## src/rtl/reg_file_mp.sv

```systemverilog
// reg_file_mp: multi-ported register file with two read ports, two write ports,
// same-cycle write bypass and a sequential clear engine.
module reg_file_mp #(
    parameter int DATA_W   = 8,
    parameter int ADDR_W   = 4,
    parameter int ZERO_REG = 0,
    parameter int BYPASS   = 1
) (
    input  logic              clk,
    input  logic              rst_n,
    input  logic [ADDR_W-1:0] ra,
    input  logic [ADDR_W-1:0] rb,
    output logic [DATA_W-1:0] read_a,
    output logic [DATA_W-1:0] read_b,
    input  logic [ADDR_W-1:0] wa0,
    input  logic [DATA_W-1:0] wd0,
    input  logic              we0,
    input  logic [ADDR_W-1:0] wa1,
    input  logic [DATA_W-1:0] wd1,
    input  logic              we1,
    input  logic              clr_req,
    output logic              busy,
    output logic              wr_conflict
);
    localparam int DEPTH = 2**ADDR_W;

    typedef enum logic {IDLE, CLEAR} state_t;

    state_t            state, state_nxt;
    logic [ADDR_W-1:0] ptr, ptr_nxt;
    logic [DATA_W-1:0] mem [DEPTH];
    logic              wr0, wr1;

    assign busy = state == CLEAR;

    // Effective enables: ports are muted during a clear and at a hardwired zero register
    assign wr0 = we0 && !busy && !(ZERO_REG != 0 && wa0 == '0);
    assign wr1 = we1 && !busy && !(ZERO_REG != 0 && wa1 == '0);

    assign read_a = (ZERO_REG != 0 && ra == '0)      ? '0  :
                    (BYPASS != 0 && wr1 && wa1 == ra) ? wd1 :
                    (BYPASS != 0 && wr0 && wa0 == ra) ? wd0 : mem[ra];
    assign read_b = (ZERO_REG != 0 && rb == '0)      ? '0  :
                    (BYPASS != 0 && wr1 && wa1 == rb) ? wd1 :
                    (BYPASS != 0 && wr0 && wa0 == rb) ? wd0 : mem[rb];

    always_ff @(posedge clk or negedge rst_n) begin
        if (!rst_n) begin
            for (int i = 0; i < DEPTH; i++) mem[i] <= '0;
            wr_conflict <= 1'b0;
        end else begin
            wr_conflict <= wr0 && wr1 && wa0 == wa1;
            if (busy) mem[ptr] <= '0;
            if (wr0) mem[wa0] <= wd0;
            if (wr1) mem[wa1] <= wd1;
        end
    end

    always_ff @(posedge clk or negedge rst_n) begin
        if (!rst_n) begin
            state <= IDLE;
            ptr   <= '0;
        end else begin
            state <= state_nxt;
            ptr   <= ptr_nxt;
        end
    end

    always_comb begin
        state_nxt = state;
        ptr_nxt   = ptr;
        if (state == IDLE) begin
            if (clr_req) begin
                state_nxt = CLEAR;
                ptr_nxt   = '0;
            end
        end else begin
            ptr_nxt = ptr + 1'b1;
            if (ptr == ADDR_W'(DEPTH - 1)) state_nxt = IDLE;
        end
    end
endmodule

```

## config.mk

```make
export PLATFORM = sky130hd
export DESIGN_NAME = reg_file_mp
export DESIGN_NICKNAME = d
export VERILOG_FILES = /design/src/rtl/reg_file_mp.sv
export SDC_FILE = /design/constraint.sdc
export NUM_CORES = 1
export LEC_CHECK = 0
export CAP_MARGIN = 20
export CORE_UTILIZATION = 63
export CTS_CLUSTER_SIZE = 20
export DETAILED_ROUTE_END_ITERATION = 16
export PLACE_DENSITY = 0.84
export SLEW_MARGIN = 20
export SYNTH_ARGS = -nofsm -noshare
export SYNTH_HDL_FRONTEND = slang
export SYNTH_SLANG_ARGS = --single-unit
```

## constraint.sdc

```tcl
create_clock -name clk -period 5.71 [get_ports clk]
set_input_delay 1.142 -clock clk [delete_from_list [all_inputs] [get_ports clk]]
set_output_delay 1.142 -clock clk [all_outputs]
set_load 0.005 [all_outputs]
```

* Word-level counts from Yosys, hierarchy flattened
Index checks and enable logic that the tools add are counted.
** Storage, ports and cells
- Input bits :: 37
- Flip-flop bits (word level) :: 134
- Output and inout port bits :: 18
** Operators by class
- Order comparisons :: 8
- Reduce and logical (&&, ||, !) cells :: 13
- Eq/ne operators :: 6
- Add/subtract/negate cells :: 1
- Mux-type cells :: 26
- Bitwise operators :: 7
** Operators with widths (count)
- 2-to-1 mux 128 bit :: 3
- bitwise mux 128 bit :: 2
- AND 128 bit :: 1
- inverter 128 bit :: 1
- demux 8 bit (select 4 bit) :: 3
- 2-to-1 mux 8 bit :: 11
- binary-select mux 8 bit (select 4 bit) :: 2
- greater-or-equal comparator 5 bit (second input constant) :: 5
- inverter 4 -> 5 bit :: 5
- == test 4 bit :: 5
- less-than comparator 5 x 1 -> 1 bit (second input constant) :: 3
- logical AND 1 bit :: 11
- 2-to-1 mux 4 bit :: 2
- adder 4 x 1 -> 4 bit (second input constant) :: 1
- == test 4 bit (second input constant) :: 1
- 2-to-1 mux 1 bit :: 3
- nonzero test 2 bit :: 1
- logical NOT 1 bit :: 1

* Depth between registers and ports, before layout
Gate-level depths: netlist of the first run.
- Depth after elaboration :: 12
- Depth in mapped cells :: 9

* Worst setup path after synthesis of the first run
No wires, ideal clock.
- Path kind :: input -> output
- Start :: input port ra[3]
- End :: output port read_a[6]
- Path buffers :: 2
- Slack :: 1.942 ns
- Arrival time :: 2.626 ns
- Cell stages on the path :: 6
- Data required time :: 4.568 ns
- Path through :: buf_2 -> clkbuf_1 -> mux4_2 -> a211oi_1 -> a21oi_1 -> a221o_1
** Between the ends
- Cells in the longest elaborated chain, start to end :: 6
- Elaborated cells between the ends (all ways) :: 10
** RTL lines
- start, declared :: RTL line 11 : input logic [ADDR_W-1:0] ra,
- inverter 4 -> 5 bit (implied by the code) :: RTL line 42 : (BYPASS != 0 && wr0 && wa0 == ra) ? wd0 : mem[ra];
- binary-select mux 8 bit (select 4 bit) :: RTL line 42
- 2-to-1 mux 8 bit (implied by the code) (2 in a row) :: RTL line 42
- 2-to-1 mux 8 bit :: RTL line 42
- 2-to-1 mux 8 bit * :: RTL line 41 : (BYPASS != 0 && wr1 && wa1 == ra) ? wd1 :
- end, declared :: RTL line 13 : output logic [DATA_W-1:0] read_a,
Every way passes the cells marked *; elsewhere a longest branch is shown, timed or not. The select of a mux whose other input is x is not followed.

* Final worst setup path of the first run
- Start :: input port ra[0]
- End :: output port read_a[2]
The elaborated chain is that of the path after synthesis.

==> flow_summary_export.csv, run 1 <==
group,metric,value,unit
critical_path,cp_slowest_cell,"clkdlybuf4s50_1",
synthesis,synth_top_family_by_area,"simple AND/OR/NAND/NOR gates",
cts,post_cts_buffers,0,
sta,worstMarginPinSlew,1.12,ns
grt,grt_pass1_vias,8654,
critical_path,cpMostUsedCell,"clkdlybuf4s50_1",
route,ant_nets,0,
finish,num-fill-cells,991,
synthesis,synth-seq-cells,134,
finish,final_nets,1112,
critical_path,slowest_delay,0.81,ns
synthesis,synth_fp_nets,1106,
cts,clk_pin_slew,0.06,ns
synthesis,syn_area_per_cell,8.71,sq um
cts,cts-root-buf,"clkbuf_16",
sta,min_period,5.13,ns
min_path,hold_class,"reg -> reg",
floorplanning,chipWidth,123,um
synthesis,ys_types,48,
sta,max_freq,195,MHz
pwr,p_per_area,412,nW/um^2
synthesis,synthMuxAreaShare,17.0,%
grt,grt_usage,46.7,%
sta,slew_headroom,25.0,%
sta,setup_slack,0.579,ns
sta,finalMaxSlewViolations,0,
grt,grt_pass1_wl,50600,um
synthesis,synthAdderAreaFrac,0.539,%
sta,tns,0,ns
route,routed_wirelength,33700,um
floorplanning,die_area,15200,sq um
floorplanning,die_height,123,um
route,wire_per_inst,26.7,um
run_status,status,"finished clean",
floorplanning,rows,43,
route,vias_per_cell,7.31,
synthesis,yosys_most_used_dff,"dfrtp_1",
finish,area_delta_synth_final,12.5,%
synthesis,synth_xor_area_share,2.08,%
cts,cts_hold_buf,0,
critical_path,crit_type,"in -> out",
synthesis,ys.warnings.count,0,
critical_path,path_max_fanout,14,
placed_design,dpl_cell_area,9860,sq um
synthesis,synthesis.instances,1065,
critical_path,path_cells,"clkdlybuf4s50_1 > buf_4 > mux4_2 > o22a_1 > o221ai_1 > a222oi_1 > clkdlybuf4s50_1",
route,drtIter0Drc,1645,
cts,numCtsBuffers,17,
critical_path,path_buf_inv,3,
placed_design,numPortBuffers,54,
cts,cts.sinks,134,
cts,cts_tree,"done",
sta,finClkSkew,0.00663,ns
pwr,irDropWorstVdd,366,uV
finish,design_area,10400,sq um
floorplanning,core_area,14100,sq um
floorplanning,initial_core_util,65.6,%
cts,clockBufferDepth,2,
critical_path,required,4.57,ns
sta,finalHoldViolations,0,
critical_path,critPathCaptureType,"output pin",
finish,antenna_cells,0,
synthesis,synth-async-reset-ratio,100,%
finish,final_core_util,73.8,%
synthesis,netlist_area,9280,sq um
synthesis,ys_seq_area_share,36.1,%
route,first_pass_iters,11,
synthesis,synth_top_area_share,36.1,%
synthesis,synth_edf_count,0,
finish,drive_above_1_share,13.7,%
pwr,p_leak,0.00429,uW
route,drc_errors,0,
sta,period_share,89.9,%
placed_design,dp_slack,0.642,ns
grt,antenna_found_initial,1,
synthesis,synth_compound_area_share,16.4,%
placed_design,dp_hpwl,22800,um
critical_path,crit_family,"buffers and inverters",
floorplanning,top_level_ports,55,
critical_path,start_kind,"input port",
flow_run,cap_violations,0,
synthesis,synthTopCellsByArea,"dfrtp_1, mux4_2, a31oi_1",
cts,clock_latency,0.44,ns
cts,h-tree-depth,4,
grt,grt_start_max_net_pins,82,
synthesis,yosysTopAreaCell,"dfrtp_1",
cts,ctsResizeCount,0,
grt,overflow,0,
route,vias,9239,
sta,setup_viol,0,
critical_path,critPathArrivalTime,3.99,ns
sta,rsz0062_at_grt,"no",
synthesis,synthSimpleGateAreaFrac,22.0,%
placed_design,place.gp.congestion,1.01,
## state kept, by name, summed over array words and instances, names as in the netlist
register	count
wr_conflict	1
busy	1
mem	128
ptr	4
## where the power goes
| part | internal, uW | leakage, uW | switching (uW) | total (uW) |
|---|---|---|---|---|
| registers | 1320 | 0.00183 | 440 | 1760 |
| clock network | 652 | 0.000280 | 430 | 1080 |
| logic | 734 | 0.00219 | 716 | 1450 |
## worst reg2reg max path: cells and delay by family, from the launching register on
kind	cells	cell delay, ns
AOI/OAI and AO/OA	2	0.38
DFF	1	0.62
and+or+nand+nor	3	1.47
## per-stage QoR
step / total power (uW) / hold WS, ns / std cells
after floorplan: 2550 / 0.530 / 1065
final: 4300 / 0.579 / 1264
after CTS: 4200 / 0.575 / 1264
after global placement: 3050 / 0.552 / 1232
after global routing: 4450 / 0.600 / 1264
after detailed placement: 3110 / 0.559 / 1232
## cell families after synthesis
| family | Yosys count |
|---|---|
| flops | 134 |
| simple gates | 457 |
| fa+ha+maj | 4 |
| buf+inv | 122 |
| mux | 85 |
| xor+xnor | 22 |
| compound gates | 241 |
## cell usage after synthesis, drive strengths merged (10+ instances only)
cell and count:
nor2 160, nand2 154, dfrtp 134, a31oi 117, nand3 66, clkbuf 63
mux4 57, o21ai 50, buf 41, a21oi 25, inv 18, mux2i 18
nand2b 15, xor2 12, nor2b 11, mux2 10, nor3 10, xnor2 10
## layout make-up
cell class | count | area, sq um | share of cell area (%)
inverter | 18 | 67.6 | 0.647
timing repair buffer | 91 | 822 | 7.88
sequential | 134 | 3350 | 32.1
clock inverter | 12 | 130 | 1.25
tap | 180 | 225 | 2.16
clock buffer | 20 | 447 | 4.28
multi-input combinational | 809 | 5390 | 51.7
## cells in the final DEF, fill, tap and decap left out, drive strengths merged, types with 5 or more instances in the layout
cell,n
nor2,160
nand2,154
dfrtp,134
a31oi,117
nand3,66
mux4,57
clkdlybuf4s50,51
o21ai,50
buf,40
a21oi,25
clkbuf,20
inv,18
mux2i,18
nand2b,15
xor2,12
nor2b,11
mux2,10
xnor2,10
nor3,10
and3,9
o31ai,8
a211oi,8
nand3b,8
clkinv,8
a221oi,7
o22a,7
o221ai,7
a222oi,7
nand4b,5
## metal layers
metal,vias to the layer above,part of all wire (%),global-route usage (%)
met3,239,18,20.8
li1,3876,-,-
met2,883,40,63.2
met1,4239,34,60.0
met4,2,8.0,31.3
met5,-,0.10,0
## worst paths after layout
check,from,end,slack [ns],cells past startpoint
worst max-delay path,ra[0],read_a[2],0.58,7
worst min register to register,mem[31],mem[31],0.58,2
min in group asynchronous,rst_n,mem[111],0.72,1
max in group asynchronous,rst_n,ptr[3],3.81,2
worst max register to register,busy,mem[7],3.08,5
worst min-delay path,mem[31],mem[31],0.58,2
Power figures use the tool's default switching activity.
==> inputs of run 2 (changes only) <==
CORE_ASPECT_RATIO = 0.8   (was default)
CTS_CLUSTER_DIAMETER = 150   (was default)
PLACE_DENSITY = 0.86   (was 0.84)
==> run 2 against run 1 <==
Clock-buffer cell count fell by 1. Clock skew shrank 0.0018 ns. Sequential share of layout area down 0.22 points. Register-to-register slack lost 0.10 ns. Final cell count is essentially flat. Maximum frequency down 0.83%. Sequential power barely moved. Worst setup slack got worse by 0.043 ns. Final area grew 0.68%. Via count rose by 1.8%. Critical path type unchanged. Largest cell class unchanged. Largest power group unchanged.
==> flow_summary_export.csv, run 2 (same netlist as run 1, synthesis figures left out) <==
group,metric,value,unit
run_status,status,"finished clean",
sta,tns,0,ns
route,routed_wirelength,34300,um
cts,numCtsBuffers,17,
grt,grt_pass1_wl,52700,um
critical_path,cp_slowest_cell,"clkdlybuf4s50_1",
finish,area_delta_synth_final,13.2,%
cts,clockBufferDepth,2,
cts,clock_latency,0.43,ns
grt,overflow,0,
finish,largest_register,"mem",
sta,worstMarginPinSlew,1.19,ns
cts,cts_hold_buf,0,
grt,antenna_found_initial,0,
route,drtIter0Drc,1666,
cts,cts_tree,"done",
min_path,hold_depth,2,
critical_path,slowest_delay,0.84,ns
placed_design,dp_hpwl,22700,um
min_path,min_to,"mem[73]",
route,ant_nets,0,
flow_run,cap_violations,0,
critical_path,required,4.57,ns
finish,drive_above_1_share,13.6,%
pwr,p_leak,0.00431,uW
cts,post_cts_buffers,0,
placed_design,numPortBuffers,54,
critical_path,cpMostUsedCell,"clkdlybuf4s50_1",
critical_path,crit_type,"in -> out",
sta,period_share,90.6,%
grt,grt_pass1_vias,9142,
finish,antenna_cells,0,
sta,finalMaxSlewViolations,0,
placed_design,place.gp.congestion,1.11,
route,first_pass_iters,11,
finish,final_common_cell,"nor2_1",
sta,hold_ws,0.577,ns
route,vias_per_cell,7.45,
route,wire_per_inst,27.2,um
sta,min_period,5.17,ns
sta,rsz0062_at_grt,"no",
cts,h-tree-depth,4,
finish,final_nets,1107,
route,drc_errors,0,
critical_path,critPathCaptureType,"output pin",
sta,finalHoldViolations,0,
floorplanning,core_area,14300,sq um
floorplanning,initial_core_util,64.7,%
grt,grt_start_max_net_pins,96,
critical_path,critPathArrivalTime,4.03,ns
sta,max_freq,193,MHz
finish,mostFrequentLayoutCells,"nor2_1, nand2_1, dfrtp_1",
sta,slew_headroom,20.3,%
min_path,hold_class,"reg -> reg",
cts,cts.sinks,134,
critical_path,r2r_cells,5,
floorplanning,top_level_ports,55,
critical_path,path_cells,"clkdlybuf4s50_1 > nor2_1 > a221oi_1 > o21ai_0 > and3_1 > o31ai_1 > clkdlybuf4s50_1",
placed_design,placed_cells,1231,
route,vias,9409,
floorplanning,chipWidth,138,um
critical_path,path_max_fanout,9,
pwr,irDropWorstVdd,325,uV
floorplanning,die_area,15200,sq um
floorplanning,die_height,111,um
critical_path,rrSetupSlack,2.98,ns
floorplanning,rows,39,
sta,setup_viol,0,
finish,top_regs,"mem x128, ptr x4",
critical_path,start_kind,"input port",
finish,largest_register_ffs,128,
sta,finClkSkew,0.00480,ns
cts,cts-root-buf,"clkbuf_16",
cts,ctsResizeCount,0,
critical_path,r2r-end,"mem[49]",
finish,design_area,10500,sq um
min_path,min_from,"mem[73]",
critical_path,reg2reg_from,"busy",
grt,grt_usage,47.8,%
placed_design,dpl_cell_area,9830,sq um
finish,fin_cells,1263,
pwr,p_per_area,424,nW/um^2
cts,clk_pin_slew,0.06,ns
-- run 2: changes by cell type in the layout (fill, tap and decap cells not counted), sizes merged --
cell	before	now
buf	40	35
bufinv	2	6
clkinv	8	5
clkbuf	20	19
-- run 2: report_power, final --
part / leakage [uW] / total [uW] / switching (uW) / internal, uW
Sequential: 0.00183 / 1740 / 414 / 1320
Combinational: 0.00216 / 1450 / 723 / 732
Clock: 0.000323 / 1270 / 439 / 829
Total: 0.00431 / 4460 / 1580 / 2880
-- run 2: worst max-delay path by stage --
stage                     start        end  slack (ns)  cells after the start
after floorplan           ra[3]  read_a[6]        1.94                      6
after global placement    rb[0]  read_b[1]        0.78                      7
after detailed placement  rb[0]  read_b[7]        0.71                      7
after CTS                 rb[0]  read_b[7]        0.63                      7
after global routing      rb[0]  read_b[7]        0.48                      7
final                     rb[0]  read_b[7]        0.54                      7
-- run 2: layout make-up --
type | instances | area (sq um)
fill | 1030 | 3840
clock inverter | 13 | 228
timing repair buffer | 86 | 785
clock buffer | 19 | 443
sequential | 134 | 3350
tap | 184 | 230
inverter | 18 | 67.6
multi-input combinational | 809 | 5400
-- run 2: metrics by stage --
stage	utilization [%]	worst slack (ns)	total power (uW)
2_1_floorplan	-	1.94	2550
3_3_place_gp	68.5	0.776	3030
3_5_place_dp	68.5	0.712	3090
4_1_cts	73.2	0.632	4360
5_1_grt	73.3	0.477	4620
6_report	73.3	0.537	4460
-- run 2: layer usage --
metal / part of all wire (%) / GRT usage [%] / wire [um] / vias to the layer above
li1: - / - / - / 3869
met2: 40 / 63.4 / 13700 / 998
met4: 6.7 / 27.2 / 2310 / 4
met3: 19 / 23.8 / 6660 / 239
met1: 34 / 62.3 / 11600 / 4299
met5: 0.20 / 2.43 / 68 / -
-- run 2: worst max-delay path: cells and delay by family --
family,cells,cell delay (ns)
buf+inv,2,1.38
simple gates,2,0.58
compound gates,3,0.91
==> inputs of run 3 (changes only) <==
SLEW_MARGIN = 0   (was 20)
==> run 3 against run 2 <==
Flip-flop and latch count unchanged. First-iteration DRC count increased by 4.1%. Sequential share of layout area about the same. Register-to-register slack got worse by 0.04 ns. Sequential power about the same. Global-route usage unchanged. Clock skew increased by 0.0017 ns. Maximum frequency increased by 0.85%. Core utilization increased by 0.10 points. Non-clock buffer count increased by 3. Clock power about the same.
==> flow_summary_export.csv, run 3 (same netlist as run 1, synthesis figures left out) <==
group,metric,value,unit
run_status,status,"finished clean",
critical_path,rrSetupSlack,2.94,ns
cts,clk_pin_slew,0.06,ns
finish,top_regs,"mem x128, ptr x4",
route,drtIter0Drc,1734,
sta,finalMaxSlewViolations,0,
route,routed_wirelength,34500,um
floorplanning,die_height,111,um
grt,antenna_found_initial,0,
sta,setup_slack,0.580,ns
critical_path,critPathCaptureType,"output pin",
placed_design,placed_cells,1231,
critical_path,r2r-end,"mem[84]",
finish,fin_cells,1266,
floorplanning,initial_core_util,64.7,%
cts,post_cts_buffers,0,
floorplanning,top_level_ports,55,
placed_design,place.gp.congestion,1.11,
finish,final_nets,1110,
finish,multi_input_area,5400,sq um
cts,cts.sinks,134,
sta,tns,0,ns
floorplanning,rows,39,
critical_path,path_max_fanout,9,
critical_path,r2r_cells,5,
finish,final_common_cell,"nor2_1",
grt,grt_start_max_net_pins,96,
route,vias,9404,
floorplanning,die_area,15200,sq um
finish,largest_register,"mem",
route,drc_errors,0,
grt,grt_usage,47.8,%
floorplanning,core_area,14300,sq um
critical_path,path_cells,"clkdlybuf4s50_1 > nor2_1 > a221oi_1 > o21ai_0 > and3_1 > o31ai_1 > clkdlybuf4s50_1",
placed_design,dp_hpwl,22700,um
cts,numCtsBuffers,17,
critical_path,path_buf_inv,2,
route,vias_per_cell,7.43,
sta,finClkSkew,0.00650,ns
placed_design,numPortBuffers,54,
critical_path,crit_type,"in -> out",
critical_path,critPathArrivalTime,3.99,ns
cts,ctsResizeCount,0,
finish,antenna_cells,0,
critical_path,reg2reg_from,"busy",
floorplanning,chipWidth,138,um
route,wire_per_inst,27.2,um
sta,finalHoldViolations,0,
sta,slew_headroom,16.5,%
finish,num-fill-cells,1026,
sta,min_period,5.13,ns
finish,drive_above_1_share,13.6,%
cts,cts_tree,"done",
critical_path,cpMostUsedCell,"clkdlybuf4s50_1",
min_path,min_to,"mem[92]",
finish,mostFrequentLayoutCells,"nor2_1, nand2_1, dfrtp_1",
finish,area_delta_synth_final,13.4,%
finish,largest_register_ffs,128,
pwr,irDropWorstVdd,356,uV
cts,cts_hold_buf,0,
grt,overflow,0,
cts,h-tree-depth,4,
critical_path,slowest_delay,0.82,ns
pwr,p_leak,0.00433,uW
sta,max_freq,195,MHz
cts,cts-root-buf,"clkbuf_16",
min_path,hold_class,"reg -> reg",
placed_design,dp_slack,0.712,ns
cts,clock_latency,0.45,ns
pwr,p_per_area,424,nW/um^2
sta,rsz0062_at_grt,"no",
sta,setup_viol,0,
min_path,min_from,"mem[92]",
route,ant_nets,0,
critical_path,start_kind,"input port",
grt,grt_pass1_vias,9142,
critical_path,required,4.57,ns
sta,worstMarginPinSlew,1.24,ns
finish,seqCellArea,3350,sq um
route,first_pass_iters,12,
sta,period_share,89.8,%
min_path,hold_depth,2,
sta,hold_ws,0.582,ns
flow_run,cap_violations,0,
grt,grt_pass1_wl,52700,um
cts,clockBufferDepth,2,
critical_path,crit_family,"buffers and inverters",
critical_path,cp_slowest_cell,"clkdlybuf4s50_1",
run 3: routing by layer:
metal	part of all wire, %	vias to the layer above	track usage [%]
met5	0.26	-	2.43
met4	6.5	4	27.2
met3	19	233	23.8
met2	40	975	63.4
met1	34	4312	62.3
li1	-	3880	-
run 3: worst reg2reg max path, stage by stage, from the launching register on:
cell	delay [ns]
dfrtp_1	0.63
nand2b_1	0.40
nor3b_1	0.58
nand2_1	0.63
nor2_1	0.28
a31oi_1	0.08
run 3: how the worst max path moves through the flow:
stage               start   endpoint  slack, ns  cells after the start
floorplan           ra[3]  read_a[6]       1.94                      6
global placement    rb[0]  read_b[1]       0.78                      7
detailed placement  rb[0]  read_b[7]       0.71                      7
CTS                 rb[0]  read_b[7]       0.63                      7
global route        rb[0]  read_b[7]       0.48                      7
finish              rb[0]  read_b[7]       0.58                      7
run 3: cell type report:
| cell class | instances | share of cell area, % |
|---|---|---|
| well taps | 184 | 2.19 |
| multi-input cells | 809 | 51.3 |
| flip-flops and latches | 134 | 31.9 |
| clock buffers | 19 | 4.21 |
| repair buffers | 89 | 7.67 |
| clock inverters | 13 | 2.16 |
| inverters | 18 | 0.642 |
run 3: where the power goes:
group | leakage [uW] | internal (uW) | switching (uW)
Clock | 0.000323 | 828 | 446
Combinational | 0.00218 | 732 | 722
Sequential | 0.00183 | 1320 | 414
run 3: through the flow:
stage,utilization [%],instance area (sq um),total power (uW)
4_1_cts,73.2,10500,4360
5_1_grt,73.4,10500,4630
3_5_place_dp,68.5,9830,3090
6_report,73.4,10500,4470
2_1_floorplan,-,9280,2550
3_3_place_gp,68.5,9830,3030
